$ cat config.mk
export PLATFORM = sky130hd
export DESIGN_NAME = piso_serializer
export DESIGN_NICKNAME = d
export VERILOG_FILES = /design/src/rtl/piso_pkg.sv /design/src/rtl/piso_serializer.sv
export SDC_FILE = /design/constraint.sdc
export NUM_CORES = 1
export LEC_CHECK = 0
export CAP_MARGIN = 20
export CORE_UTILIZATION = 30
export DETAILED_ROUTE_END_ITERATION = 16
export PLACE_DENSITY = 0.59
export SLEW_MARGIN = 0
export SYNTH_ARGS = -nofsm -noshare
export SYNTH_HDL_FRONTEND = slang
export SYNTH_SLANG_ARGS = --single-unit
$ cat constraint.sdc
create_clock -name clk -period 4.7 [get_ports clk]
set_input_delay 0.94 -clock clk [delete_from_list [all_inputs] [get_ports clk]]
set_output_delay 0.94 -clock clk [all_outputs]
set_load 0.1 [all_outputs]
$ cat src/rtl/piso_pkg.sv
// piso_pkg: shared state type and counter-width helper for the serializer
package piso_pkg;
    typedef enum logic {IDLE, SHIFT} piso_state_t;
    function automatic int cnt_w(input int width);
        return $clog2(width);
    endfunction
endpackage

$ cat src/rtl/piso_serializer.sv
// piso_serializer: parallel-in/serial-out stage with a one-word holding slot
// and first/last frame markers; consecutive words leave with no idle bit.
module piso_serializer
    import piso_pkg::*;
#(
    parameter int WIDTH     = 8,
    parameter bit MSB_FIRST = 1'b1
) (
    input  logic             clk,
    input  logic             rst,
    input  logic             in_valid,
    output logic             in_ready,
    input  logic [WIDTH-1:0] in_data,
    input  logic             shift_en,
    output logic             ser_out,
    output logic             ser_valid,
    output logic             ser_first,
    output logic             ser_last,
    output logic             busy
);
    localparam int CNT_W = cnt_w(WIDTH);
    localparam logic [CNT_W-1:0] LAST = CNT_W'(WIDTH - 1);
    piso_state_t      r_state;
    logic [WIDTH-1:0] r_sreg;
    logic [WIDTH-1:0] r_hold;
    logic [CNT_W-1:0] r_cnt;
    logic             r_hold_valid;
    logic             r_ready;
    logic             w_accept;
    logic             w_end;
    logic             w_free;
    logic             w_hold_nxt;
    logic [WIDTH-1:0] w_shifted;
    assign w_accept   = in_valid & r_ready;
    assign w_end      = (r_state == SHIFT) & (r_cnt == LAST) & shift_en;
    assign w_free     = (r_state == IDLE) | (w_end & ~r_hold_valid);
    // in_ready is kept as a register so reset forces it low without a path from rst
    assign w_hold_nxt = (w_accept & ~w_free) | (r_hold_valid & ~w_end);
    assign w_shifted  = MSB_FIRST ? {r_sreg[WIDTH-2:0], 1'b0} : {1'b0, r_sreg[WIDTH-1:1]};
    always_ff @(posedge clk or posedge rst) begin
        if (rst) begin
            r_state      <= IDLE;
            r_sreg       <= '0;
            r_hold       <= '0;
            r_cnt        <= '0;
            r_hold_valid <= 1'b0;
            r_ready      <= 1'b0;
        end else begin
            r_ready <= ~w_hold_nxt;
            if (w_accept && w_free) begin
                r_sreg  <= in_data;
                r_cnt   <= '0;
                r_state <= SHIFT;
            end else begin
                if (w_accept) begin
                    r_hold       <= in_data;
                    r_hold_valid <= 1'b1;
                end
                if (r_state == SHIFT && shift_en) begin
                    if (r_cnt != LAST) begin
                        r_sreg <= w_shifted;
                        r_cnt  <= r_cnt + 1'b1;
                    end else if (r_hold_valid) begin
                        r_sreg       <= r_hold;
                        r_hold_valid <= 1'b0;
                        r_cnt        <= '0;
                    end else begin
                        r_state <= IDLE;
                    end
                end
            end
        end
    end
    assign in_ready  = r_ready;
    assign ser_out   = MSB_FIRST ? r_sreg[WIDTH-1] : r_sreg[0];
    assign ser_valid = (r_state == SHIFT);
    assign ser_first = ser_valid & (r_cnt == '0);
    assign ser_last  = ser_valid & (r_cnt == LAST);
    assign busy      = ser_valid | r_hold_valid;
endmodule

==> Yosys cells after proc, flatten, opt, wreduce, memory -nomap -nowiden <==
Cells that the tools add are included.
{ "totals": {"regBits": 22, "in_bits": 12, "word_cells": 51} }
{ "classes": {"addsub": 1, "n_eq_ne": 4, "mux": 16, "n_bitwise": 16, "n_reduce_logical": 8} }
{ "ops": {"columns": ["cell", "n"], "rows": [
  ["$mux W8", 4],
  ["$mux W3", 4],
  ["$mux W1", 8],
  ["$and A1 B1 Y1", 7],
  ["$not A1 Y1", 6],
  ["$reduce_and A2 Y1", 2],
  ["$add A3 B1 Y3 const B", 1],
  ["$eq A3 B3 Y1 const B", 1],
  ["$logic_not A3 Y1", 1],
  ["$ne A3 B3 Y1 const B", 1],
  ["$or A1 B1 Y1", 3],
  ["$reduce_and A3 Y1", 1],
  ["$reduce_bool A3 Y1", 1],
  ["$logic_and A1 B1 Y1", 2],
  ["$ne A2 B1 Y1 const B", 1],
  ["$ne A2 B2 Y1 const B", 1],
  ["$reduce_bool A2 Y1", 1]
]} }

==> Logic depth before layout (Yosys ltp) <==
{ "logic_depth": {"depth_word": 9, "mapped_depth": 6, "mapped_depth_nobuf": 5} }

==> Least setup slack after synthesis <==
No wires, ideal clock.
{ "synth_timing": {"kind": "register -> output", "start": "register r_state (netlist: ser_valid)", "end": "output ser_first", "arrival_time_ns": 2.558, "required_time_ns": 3.760, "slack_ns": 1.202, "path_stages_with_launch": 4, "n_path_buf": 1, "cell_sequence": "dfrtp_1 buf_4 nand2_1 nor2_1"} }
{ "synth_between": {"elab_chain_len": 1} }
{ "synth_lines": {"columns": ["item", "line_no", "text"], "rows": [
  ["start, declared", "piso_serializer.sv:23", "piso_state_t r_state;"],
  ["start signal, assigned", "piso_serializer.sv:42", "r_state <= IDLE;"],
  ["start signal, assigned", "piso_serializer.sv:53", "r_state <= SHIFT;"],
  ["start signal, assigned", "piso_serializer.sv:68", "r_state <= IDLE;"],
  ["$and A1 B1 Y1", "piso_serializer.sv:77", "assign ser_first = ser_valid & (r_cnt == '0);"],
  ["end, declared", "piso_serializer.sv:17", "output logic ser_first,"]
]} }
Every way passes these cells.

==> Worst setup path in the final report <==
{ "layout_timing": {"start": "register r_cnt[0]", "end": "output ser_last"} }
{ "layout_between": {"elab_chain_len": 2} }
{ "layout_lines": {"columns": ["item", "line_no", "text"], "rows": [
  ["start, declared", "piso_serializer.sv:26", "logic [CNT_W-1:0] r_cnt;"],
  ["start signal, assigned", "piso_serializer.sv:62", "r_cnt <= r_cnt + 1'b1;"],
  ["$eq A3 B3 Y1", "piso_serializer.sv:78", "assign ser_last = ser_valid & (r_cnt == LAST);"],
  ["$and A1 B1 Y1", "piso_serializer.sv:78", null],
  ["end, declared", "piso_serializer.sv:18", "output logic ser_last,"]
]} }
Every way passes these cells.

==> flow_summary.toml <==
[timing]
setup_viol = 0
grt_setup_unrepaired = "false"
slew_headroom = 0.352
fin_setup_tns_ns = 0
fmax_mhz = 262
min_period_over_period = 0.811
drv_slew = 0
tightest_slew_ns = 0.969
finalHoldViolations = 0
postLayoutSetupSlackWorst_ns = 0.889
finClkSkew_ns = 0.00203
layout_min_cycle_time_ns = 3.81

[final_layout]
area_growth_pct = 19.5
multiInputGateArea_um2 = 613
num_antenna_cells = 0
final_nets = 148
final_cell_mix = "22 x dfrtp_1, 17 x clkdlybuf4s50_1, 15 x o21ai_0"
n_fill_cell = 379
layout_commonest_cell = "dfrtp_1"
seqCellArea_um2 = 551
final_area_um2 = 1470
layout-drive-gt1-share = 0.136

[setup_path]
critical_path_required_ns = 3.76
cp_data_arrival_time_ns = 2.87
crit_type = "reg -> out"
reg2reg_to = "r_sreg[1]"
crit_path_max_fanout = 22
end_kind = "output port"
crit_path_start_kind = "flip-flop"
reg2reg_slack_ns = 2.13
r2r-start = "r_cnt[0]"
reg2reg_depth = 5

[clocking]
clkLatencyLatePin_ns = 0.26
path_clk_slew_ns = 0.08
cts_buffers = 3
cts_resized = 0
ctsRootBufferMaster = "clkbuf_8"
cts_hold_buf = 0
cts_sinks = 22
clockBufferDepth = 2
cts_setup_buffers = 0
cts-htree-levels = 1
cts_tree = "done"

[floorplanning]
die_area_um2 = 4360
rows = 22
die_x_um = 66.0
core_area_um2 = 3800
pin_count = 18
initial_core_util = 0.323
die_y_um = 66.0

[logic_synthesis]
syn_area_per_cell_um2 = 10.4
netlist-cell-type-count = 32
synth_edf_count = 0
synth_cells = 118
yosysWarnings = 0
synth_area_um2 = 1230
synth_area_leaders = "dfrtp_1 45%, mux2_2 7.3%, o21ai_0 6.1%"
synth_nets = 133
synth_area_leader_cell = "dfrtp_1"
async_reset_ff_frac = 1.00
ys_seq_area_frac = 0.448
yosysTopAreaCellShare = 0.448
synth_flop_cell = "dfrtp_1"
ys_seq_elements = 22

[power]
switching_share = 0.431
pwr-share-comb = 0.459
power_frac_seq = 0.387
power_mw = 0.870
p_switching_mw = 0.375
clkPwrFrac = 0.153
peakVddDrop_v = 0.000270
intPower_mw = 0.495
p_leak_nw = 0.620
cellPowerDensity_nw_per_um2 = 593

[drt]
postRouteAntennaNets = 0
route.detailed.drc = 0
finalWirelength_mm = 2.77
vias_per_cell = 5.34
drt-pass1-iter-count = 4
vias = 961
first_iter_violations = 60
wl_per_cell_um = 15.4

[hold_path]
hp-start = "r_hold[3]"
holdPathEnd = "r_hold[3]"
hp-class = "reg -> reg"
hold_depth = 1

[flow_run]
cap_violations = 0

[global_routing]
grt_first_pass_wirelength_mm = 4.63
grt_usage = 0.143
antenna_found_initial = 0
grt-ovfl-total = 0
grt_pass1_vias = 941
grt_max_degree = 23

[placed_design]
post-dp-hpwl_mm = 2.01
routabilityCongestion = 0.747
pre_cts_slack_ns = 1.17
port-buffer-count = 17
dpl_cell_area_um2 = 1410

[status]
status = "finished clean"
[worst max-delay path by stage]
| stage | start | endpoint | slack [ns] | depth (start not counted) |
|---|---|---|---|---|
| after global routing | r_cnt[0] | ser_last | 0.72 | 4 |
| after floorplan | ser_valid | ser_first | 1.20 | 3 |
| after global placement | r_cnt[0] | ser_last | 1.27 | 4 |
| after detailed placement | r_cnt[0] | ser_last | 1.17 | 4 |
| final | r_cnt[0] | ser_last | 0.89 | 4 |
| after CTS | r_cnt[0] | ser_last | 0.88 | 4 |
[cell families (layout without fill, tap and decap cells)]
kind of cell    Yosys count  count (layout)  share of synthesized area
buf+inv                  12              26                     0.0529
flops                    22              22                      0.448
compound gates           42              42                      0.228
fa+ha+maj                 3               3                     0.0306
simple gates             31              31                      0.167
mux                       8               8                     0.0733
[per-stage QoR]
step,util,hold WS [ns],std cells
final,0.386,0.505,180
after global routing,0.386,0.532,180
after CTS,0.386,0.507,180
after detailed placement,0.372,0.489,176
after global placement,0.372,0.489,176
after floorplan,-,0.461,118
[final cells by class]
| cell class | count | share of cell area |
|---|---|---|
| Multi-Input combinational cell | 84 | 0.418 |
| Sequential cell | 22 | 0.375 |
| Timing Repair Buffer | 17 | 0.116 |
| Tap cell | 48 | 0.0409 |
| Clock buffer | 4 | 0.0375 |
| Inverter | 5 | 0.0128 |
[cells in the mapped netlist (3+ instances only)]
library cell,number
a211oi_1,5
a21oi_1,6
a31oi_1,5
and3_1,5
buf_2,3
dfrtp_1,22
ha_1,3
inv_1,5
mux2_2,8
nand2_1,6
nor2b_1,8
o211ai_1,4
o21ai_0,15
[worst max-delay path, stage by stage, from the launching register on]
cell and delay (ns):
dfrtp_1 0.40, ha_1 0.17, ha_1 0.69, and2_1 0.23, clkdlybuf4s50_1 1.12
[state kept, by name, indices dropped and copies added (netlist names)]
| name | flops |
|---|---|
| ser_valid | 1 |
| r_cnt | 3 |
| r_hold_valid | 1 |
| r_hold | 8 |
| r_sreg | 8 |
| in_ready | 1 |
[layer usage]
| layer | GRT usage | up-vias | routed length (um) |
|---|---|---|---|
| met1 | 0.174 | 485 | 1280 |
| met4 | 0.0239 | 0 | 10 |
| met2 | 0.253 | 13 | 1410 |
| met5 | 0 | - | 0 |
| li1 | - | 461 | - |
| met3 | 0.0414 | 2 | 72 |
[power by group through the flow]
| stage | combinational, mW | clock, mW | sequential, mW |
|---|---|---|---|
| 6_report | 0.400 | 0.133 | 0.337 |
| 5_1_grt | 0.433 | 0.145 | 0.350 |
| 4_1_cts | 0.404 | 0.139 | 0.337 |
| 3_5_place_dp | 0.403 | 0 | 0.341 |
| 3_3_place_gp | 0.390 | 0 | 0.337 |
| 2_1_floorplan | 0.267 | 0 | 0.384 |
(Power assumes the default switching activity.)
